<file path="src/rtl/alu_pkg.sv">
`default_nettype none
// ============================================================================
// alu_pkg : opcode, state and width definitions shared by the ALU sequencer
// Revision : 1.0
// ============================================================================
package alu_pkg;

  typedef enum logic [1:0] {
    OP_ADD   = 2'b00,
    OP_SUB   = 2'b01,
    OP_SHIFT = 2'b10,
    OP_AND   = 2'b11
  } alu_op_t;

  localparam int ALU_W = 4;

  typedef enum logic [1:0] {
    IDLE    = 2'b00,
    DRIVE   = 2'b01,
    CAPTURE = 2'b10,
    OUT     = 2'b11
  } seq_state_t;

endpackage
`default_nettype wire

</file>
<file path="src/rtl/alu_op_sequencer.sv">
`default_nettype none
// ============================================================================
// alu_op_sequencer : one-op-in-flight valid/ready wrapper around a
//                    combinational 4-bit ALU with settle delay and op counter
// Revision : 1.0
// ============================================================================
module alu_op_sequencer
  import alu_pkg::*;
#(
  parameter int SETTLE_CYCLES = 1,
  parameter int TAG_W         = 3
) (
  input  logic             clk,
  input  logic             rst_n,
  input  logic             cmd_valid,
  output logic             cmd_ready,
  input  logic [1:0]       cmd_op,
  input  logic [ALU_W-1:0] cmd_a,
  input  logic [ALU_W-1:0] cmd_b,
  input  logic [TAG_W-1:0] cmd_tag,
  output logic [ALU_W-1:0] alu_a,
  output logic [ALU_W-1:0] alu_b,
  output logic [1:0]       alu_s,
  input  logic [ALU_W-1:0] alu_f,
  output logic             res_valid,
  input  logic             res_ready,
  output logic [ALU_W-1:0] res_f,
  output logic [1:0]       res_op,
  output logic [TAG_W-1:0] res_tag,
  output logic             busy,
  output logic [15:0]      op_count
);

  localparam logic [3:0] SETTLE_LOAD = 4'(SETTLE_CYCLES - 1);

  seq_state_t       state_q,    state_d;
  logic [3:0]       cnt_q,      cnt_d;
  logic [ALU_W-1:0] alu_a_q,    alu_a_d;
  logic [ALU_W-1:0] alu_b_q,    alu_b_d;
  alu_op_t          alu_s_q,    alu_s_d;
  logic [TAG_W-1:0] tag_q,      tag_d;
  logic [ALU_W-1:0] res_f_q,    res_f_d;
  logic [1:0]       res_op_q,   res_op_d;
  logic [TAG_W-1:0] res_tag_q,  res_tag_d;
  logic [15:0]      op_count_q, op_count_d;

  // Gated with rst_n so no command is taken while reset is being held.
  assign cmd_ready = rst_n && (state_q == IDLE);
  assign res_valid = (state_q == OUT);
  assign busy      = (state_q != IDLE);
  assign alu_a     = alu_a_q;
  assign alu_b     = alu_b_q;
  assign alu_s     = alu_s_q;
  assign res_f     = res_f_q;
  assign res_op    = res_op_q;
  assign res_tag   = res_tag_q;
  assign op_count  = op_count_q;

  always_comb begin
    state_d    = state_q;
    cnt_d      = cnt_q;
    alu_a_d    = alu_a_q;
    alu_b_d    = alu_b_q;
    alu_s_d    = alu_s_q;
    tag_d      = tag_q;
    res_f_d    = res_f_q;
    res_op_d   = res_op_q;
    res_tag_d  = res_tag_q;
    op_count_d = op_count_q;

    case (state_q)
      IDLE: begin
        if (cmd_valid && cmd_ready) begin
          alu_a_d = cmd_a;
          alu_b_d = cmd_b;
          alu_s_d = alu_op_t'(cmd_op);
          tag_d   = cmd_tag;
          cnt_d   = SETTLE_LOAD;
          state_d = DRIVE;
        end
      end
      DRIVE: begin
        if (cnt_q == 4'd0) begin
          state_d = CAPTURE;
        end else begin
          cnt_d = cnt_q - 4'd1;
        end
      end
      CAPTURE: begin
        res_f_d   = alu_f;
        res_op_d  = alu_s_q;
        res_tag_d = tag_q;
        state_d   = OUT;
      end
      OUT: begin
        if (res_ready) begin
          op_count_d = op_count_q + 16'd1;
          state_d    = IDLE;
        end
      end
      default: state_d = IDLE;
    endcase
  end

  always_ff @(posedge clk) begin
    if (!rst_n) begin
      state_q    <= IDLE;
      cnt_q      <= '0;
      alu_a_q    <= '0;
      alu_b_q    <= '0;
      alu_s_q    <= OP_ADD;
      tag_q      <= '0;
      res_f_q    <= '0;
      res_op_q   <= '0;
      res_tag_q  <= '0;
      op_count_q <= '0;
    end else begin
      state_q    <= state_d;
      cnt_q      <= cnt_d;
      alu_a_q    <= alu_a_d;
      alu_b_q    <= alu_b_d;
      alu_s_q    <= alu_s_d;
      tag_q      <= tag_d;
      res_f_q    <= res_f_d;
      res_op_q   <= res_op_d;
      res_tag_q  <= res_tag_d;
      op_count_q <= op_count_d;
    end
  end

endmodule
`default_nettype wire

</file>
<file path="config.mk">
export PLATFORM = sky130hd
export DESIGN_NAME = alu_op_sequencer
export DESIGN_NICKNAME = d
export VERILOG_FILES = /design/src/rtl/alu_pkg.sv /design/src/rtl/alu_op_sequencer.sv
export SDC_FILE = /design/constraint.sdc
export NUM_CORES = 1
export LEC_CHECK = 0
export ABC_AREA = 1
export CAP_MARGIN = 25
export CORE_MARGIN = 5
export CORE_UTILIZATION = 42
export DETAILED_ROUTE_END_ITERATION = 8
export PLACE_DENSITY = 0.86
export SYNTH_ARGS = -nofsm -noshare
export SYNTH_HDL_FRONTEND = slang
export SYNTH_SLANG_ARGS = --single-unit
</file>
<file path="constraint.sdc">
create_clock -name clk -period 1.4 [get_ports clk]
set_clock_uncertainty 0.15 [all_clocks]
set_input_delay 0.14 -clock clk [delete_from_list [all_inputs] [get_ports clk]]
set_output_delay 0.14 -clock clk [all_outputs]
set_load 0.01 [all_outputs]
</file>
==> summary.md, run 1 <==
| Metric | Value |
|---|---|
| Post-synthesis sequential area ratio | `44.1%` |
| Post-Synthesis Cells | `279` |
| Internal power | `3.05 mW` |
| Port buffer count | `58` |
| Commonest non-fill, non-tap cell in the layout | `nand2_1` |
| Dpl hpwl | `3780 um` |
| Max_cap viols | `0` |
| I/O pin total | `59` |
| CP arrival | `1.61 ns` |
| Hold_buf cts | `0` |
| Clock group share of total power | `20.6%` |
| CTS sink count | `44` |
| Layout cells sized above 1 | `37.9%` |
| Final Hold Viols | `0` |
| Core area | `4660 um2` |
| CP endpoint kind | `flop` |
| DRT iter0 DRCs | `181` |
| All-layer global routing usage | `17.9%` |
| Top cell type's share of synthesized area | `44.1%` |
| Hold Crit Class | `in -> reg` |
| Area Overhead vs Synth | `69.0%` |
| Root buffer cell | `clkbuf_8` |
| Worst setup margin | `-0.158 ns` |
| Register area | `896 um2` |
| Residual DRC count | `0` |
| CP Class | `reg -> reg` |
| Filler instances | `361` |
| Failing checks | `negative setup slack` |
| Remaining Overflow, GRT | `0` |
| Initial antenna violation count | `0` |
| RSZ-0062 raised after global routing | `true` |
| CTS tree | `done` |
| Number of routed nets with antenna violations | `0` |
| H-tree level count | `2` |
| Gpl congestion | `0.899` |
| Worst slew pin tran | `0.374 ns` |
| Placed cells | `412` |
| Slew Limit Fails | `0` |
| Largest net degree at the start of global routing | `22` |
| Sequential Power Share | `33.8%` |
| Die footprint | `6230 um2` |
| Yosys cell types | `27` |
| Power per cell area | `1440 nW/um2` |
| Endpoints failing setup | `26` |
| Multi-input gate area in the final layout | `1320 um2` |
| Final min period | `1.56 ns` |
| Via count | `2216` |
| Most frequent cells in the layout | `nand2_1, nor2_1, dlygate4sd2_1` |
| Detailed Route WL | `6250 um` |
| Mapped Area | `2000 um2` |
| Routed wire per std cell | `14.7 um` |
| Dominant cells by area after synthesis | `dfxtp_1, nand2_1, nor2_1, nand3_1, inv_1` |
| TritonCTS Buffers | `5` |
| Synth Net Count | `307` |
| Fin cells | `426` |
| Crit-path max FO | `5` |
| Worst-Skew Late Latency | `0.30 ns` |
| Die Ht | `79.0 um` |
| Vias in the first global route | `2088` |
| LEAKAGE | `1.55 nW` |
| Syn avg cell area | `7.16 um2` |
| Outcome | `complete, but fails checks` |
| Number of core rows | `25` |
| Antenna cell count | `0` |
| Startpoint Class | `flop` |
| Clock Tree Buf Depth | `2` |
| Final net count | `399` |
| Peak supply drop | `0.000803 V` |
| Detailed Routing Iterations Pass 1 | `5` |
| Area leader, netlist | `dfxtp_1` |
| Fin area | `3370 um2` |
| Starting Density | `42.8%` |
| Slew HR | `75.1%` |
| Vias/cell | `5.20` |
| Clock-pin slew on the worst setup and hold paths | `0.09 ns` |
| Max Freq | `642 MHz` |
| Synthesized flop and latch total | `44` |
| Switching share of power | `37.3%` |
| First-pass GRT wire length | `8960 um` |
| Final period utilization | `111%` |
| Critical path required time | `1.45 ns` |
| Die X-Extent | `79.0 um` |
| Yosys warnings | `0` |
| NetSw | `1.81 mW` |
| Combinational fraction of design power | `45.6%` |
| Placed Area | `2870 um2` |
[cell families (layout without fill, tap and decap cells)]
family | count (synthesis) | in the layout | share of synthesized area, %
buffers and inverters | 37 | 130 | 7.46
AO/OA/AOI/OAI | 36 | 36 | 9.21
AND/OR/NAND/NOR | 154 | 154 | 34.4
adder cells (fa/ha/maj) | 7 | 7 | 4.39
XOR/XNOR | 1 | 1 | 0.439
flip-flops | 44 | 44 | 44.1
[critical path, stage by stage, from the launching register on]
cell	delay, ns
dfxtp_2	0.36
buf_6	0.10
ha_4	0.17
nand4_1	0.24
nor2_4	0.21
nand3_1	0.10
nand2_1	0.07
nor2_1	0.04
[cells in the mapped netlist (all sizes together)]
library cell and instances:
xor2 1, nor3 3, nor3b 1, nand4 3, or2 1, nand3 28, inv 29, a211oi 1
nor2 51, clkinv 1, nand2 66, o21ai 18, a31oi 1, ha 7, dfxtp 44, a21oi 16
buf 7, nand3b 1
[layer usage]
| metal | global-route usage [%] | vias to the layer above | part of all wire, % |
|---|---|---|---|
| met3 | 4.42 | 9 | 6.2 |
| met5 | 0 | - | 0 |
| li1 | - | 1072 | - |
| met1 | 20.4 | 1048 | 37 |
| met4 | 6.70 | 0 | 1.2 |
| met2 | 32.2 | 87 | 55 |
[final timing paths]
kind	endpoint	slack (ns)	cells past startpoint	start
max reg2reg	op_count[13]	-0.16	7	state_q[1]
max	op_count[13]	-0.16	7	state_q[1]
min reg2reg	alu_b[1]	0.31	2	alu_b[1]
min	tag_q[1]	0.22	3	cmd_tag[1]
[timing repair]
action / in CTS / in global routing
gates resized for setup: 99 / 67
setup buffers: 4 / 3
pin swaps: 21 / 22
hold endpoints to repair: 0 / 0
setup endpoints to repair: 77 / 46
[metrics by stage]
step	utilization, %	total power [mW]	TNS (ns)	hold WS, ns	setup WS, ns
final	72.4	4.87	-1.71	0.221	-0.158
after global routing	72.4	5.17	-4.06	0.228	-0.222
after CTS	66.4	4.45	-0.236	0.218	-0.0791
after detailed placement	61.6	3.31	-4.59	0.309	-0.197
after global placement	61.6	3.25	-3.29	0.299	-0.157
after floorplan	-	2.47	0	0.100	0.00141
[sequential cells by signal, indices dropped and copies added (netlist names)]
register / count
alu_a: 4
alu_b: 4
alu_s: 2
cnt_q: 4
op_count: 16
res_f: 4
res_op: 2
res_tag: 3
state_q: 2
tag_q: 3
[area by class of cell]
cell class              count  area share, %
clock buffers               5           2.04
inverters                  30           3.82
flip-flops and latches     44           26.5
repair buffers             92           25.0
multi-input cells         198           39.2
clock inverters             3           1.37
well taps                  54           2.00
[power groups by stage]
stage / logic, mW / registers, mW / clock network (mW)
after floorplan: 0.770 / 1.70 / 0
after global placement: 1.61 / 1.64 / 0
after detailed placement: 1.67 / 1.64 / 0
after CTS: 1.81 / 1.62 / 1.02
after global routing: 2.41 / 1.67 / 1.08
final: 2.22 / 1.65 / 1.00
Note: power is estimated with default switching activity, not from simulation.
==> run 2, diff against run 1 <==
--- a/config.mk
+++ b/config.mk
@@ -8,9 +8,10 @@
 export ABC_AREA = 1
 export CAP_MARGIN = 25
 export CORE_MARGIN = 5
-export CORE_UTILIZATION = 42
+export CORE_UTILIZATION = 40
+export CTS_CLUSTER_SIZE = 12
 export DETAILED_ROUTE_END_ITERATION = 8
-export PLACE_DENSITY = 0.86
+export PLACE_DENSITY = 0.83
 export SYNTH_ARGS = -nofsm -noshare
 export SYNTH_HDL_FRONTEND = slang
 export SYNTH_SLANG_ARGS = --single-unit
==> summary.md, run 2 (synthesis gave the netlist of run 1 again) <==
| Metric | Value |
|---|---|
| Outcome | `complete, but fails checks` |
| Failing checks | `negative setup slack` |
| Routed wire per std cell | `13.0 um` |
| Worst r2r src | `state_q[0]` |
| Final Util | `69.5%` |
| Slew Limit Fails | `0` |
| CTS tree | `done` |
| CP Class | `reg -> out` |
| CP endpoint kind | `primary output` |
| Residual DRC count | `0` |
| Starting Density | `41.7%` |
| Slowest cell on crit path | `dfxtp_4` |
| CP Cell Sequence | `buf_6, ha_4, buf_4, buf_6` |
| Dpl hpwl | `3730 um` |
| Layout cells sized above 1 | `34.9%` |
| Most frequent cells in the layout | `nand2_1, nor2_1, dlygate4sd2_1` |
| Final Hold Viols | `0` |
| Core area | `4790 um2` |
| Crit-path max FO | `4` |
| Initial antenna violation count | `0` |
| Setup WS pre-CTS | `-0.222 ns` |
| WP buf/inv | `3` |
| Port buffer count | `58` |
| Peak supply drop | `0.000983 V` |
| Die Ht | `80.7 um` |
| Number of routed nets with antenna violations | `0` |
| CP Launch Point | `state_q[0]` |
| CTS sink count | `44` |
| Vias/cell | `4.92` |
| CP most frequent cell | `buf_6` |
| Commonest non-fill, non-tap cell in the layout | `nand2_1` |
| Number of core rows | `25` |
| Worst hold path startpoint | `cmd_tag[2]` |
| Die footprint | `6510 um2` |
| Worst setup margin | `-0.119 ns` |
| Placed cells | `421` |
| Max_cap viols | `0` |
| Final min period | `1.52 ns` |
| Clock-pin slew on the worst setup and hold paths | `0.09 ns` |
| Worst slew pin tran | `0.337 ns` |
| Critical path required time | `1.11 ns` |
| Slew HR | `77.3%` |
| Detailed Route WL | `5700 um` |
| Met2 Use GR | `30.7%` |
| Startpoint Class | `flop` |
| Vias in the first global route | `2025` |
| CP max stage delay | `0.37 ns` |
| RSZ-0062 raised after global routing | `true` |
| Placed Area | `2830 um2` |
| Fin area | `3330 um2` |
| Delay-heaviest family, CP | `buffers and inverters` |
| Final net count | `400` |
| GR Layer Usage met1 | `18.9%` |
| Hold Slack | `0.214 ns` |
| Filler instances | `366` |
| All-layer global routing usage | `17.3%` |
| LEAKAGE | `1.57 nW` |
| Worst-Skew Late Latency | `0.31 ns` |
| Hold Crit Class | `in -> reg` |
| Die X-Extent | `80.7 um` |
| TritonCTS Buffers | `5` |
| Endpoints failing setup | `34` |
| CP arrival | `1.23 ns` |
| GR peak layer | `met2` |
| Max Freq | `658 MHz` |
| Detailed Routing Iterations Pass 1 | `4` |
| H-tree level count | `2` |
| M3 GR Usage | `7.17%` |
| Final period utilization | `109%` |
| Area Overhead vs Synth | `66.6%` |
| I/O pin total | `59` |
| Power per cell area | `1430 nW/um2` |
| Largest net degree at the start of global routing | `17` |
| Via count | `2164` |
| First-pass GRT wire length | `8780 um` |
| Gpl congestion | `0.931` |
| Root buffer cell | `clkbuf_8` |
| Remaining Overflow, GRT | `0` |
| Clock Tree Buf Depth | `2` |
| DRT iter0 DRCs | `108` |
| Fin cells | `440` |
| Antenna cell count | `0` |
| Max reg flops | `16` |
-- run 2: cell types whose count changed in the layout (fill, tap and decap cells not counted), moves of 4 or more --
cell,delta
nand2_1,-4
o21ai_1,+7
nand2_4,+4
nand3_1,+13
nand3_2,-15
o21ai_2,-5
-- run 2: metal layers --
layer	up-vias	wire, um
li1	1082	-
met1	1010	2340
met2	64	2900
met3	8	397
met4	0	75
met5	-	0
-- run 2: stage by stage --
stage,TNS [ns],power [mW]
global route,-4.75,5.05
floorplan,0,2.47
CTS,-1.60,4.48
finish,-1.94,4.77
global placement,-5.13,3.17
detailed placement,-6.06,3.23
-- run 2: cell type report --
| cell class | count | area, um2 | area share, % |
|---|---|---|---|
| clock buffer | 5 | 68.8 | 2.07 |
| clock inverter | 3 | 46.3 | 1.39 |
| inverter | 30 | 123 | 3.69 |
| multi-input combinational | 198 | 1260 | 38.0 |
| sequential | 44 | 900 | 27.0 |
| tap | 67 | 83.8 | 2.52 |
| timing repair buffer | 92 | 835 | 25.1 |
| timing repair inverter | 1 | 7.51 | 0.226 |
-- run 2: where the power goes --
group	total [mW]	switching [mW]	internal (mW)
clock	1.02	0.480	0.538
combinational	2.13	1.13	0.994
sequential	1.63	0.143	1.49
total	4.77	1.75	3.02
-- run 2: worst reg2reg max path: stages (launching register included) --
cell and delay, ns:
dfxtp_4 0.38, buf_6 0.10, ha_4 0.16, nand4_1 0.18, nor2_2 0.22, nand2_1 0.07, nor2_1 0.11, nor2_1 0.05
-- run 2: worst paths after layout --
check                  to  slack, ns  cells after the start
max             res_valid      -0.12                      4
min              tag_q[2]       0.21                      3
max reg2reg  op_count[11]      -0.10                      7
min reg2reg      alu_a[0]       0.31                      2
-- run 2: what timing repair did --
action / in CTS / in global routing
gates cloned: 1 / 0
pin swaps: 18 / 26
hold buffers: 0 / 0
setup endpoints to repair: 75 / 44
gates resized for setup: 97 / 63
hold endpoints to repair: 0 / 0
setup buffers: 6 / 5
==> run 3, diff against run 2 <==
--- a/config.mk
+++ b/config.mk
@@ -12,6 +12,7 @@
 export CTS_CLUSTER_SIZE = 12
 export DETAILED_ROUTE_END_ITERATION = 8
 export PLACE_DENSITY = 0.83
+export SLEW_MARGIN = 5
 export SYNTH_ARGS = -nofsm -noshare
 export SYNTH_HDL_FRONTEND = slang
 export SYNTH_SLANG_ARGS = --single-unit
==> results of run 3 <==
No change in the layout: final DEF, timing and power equal those of run 2.
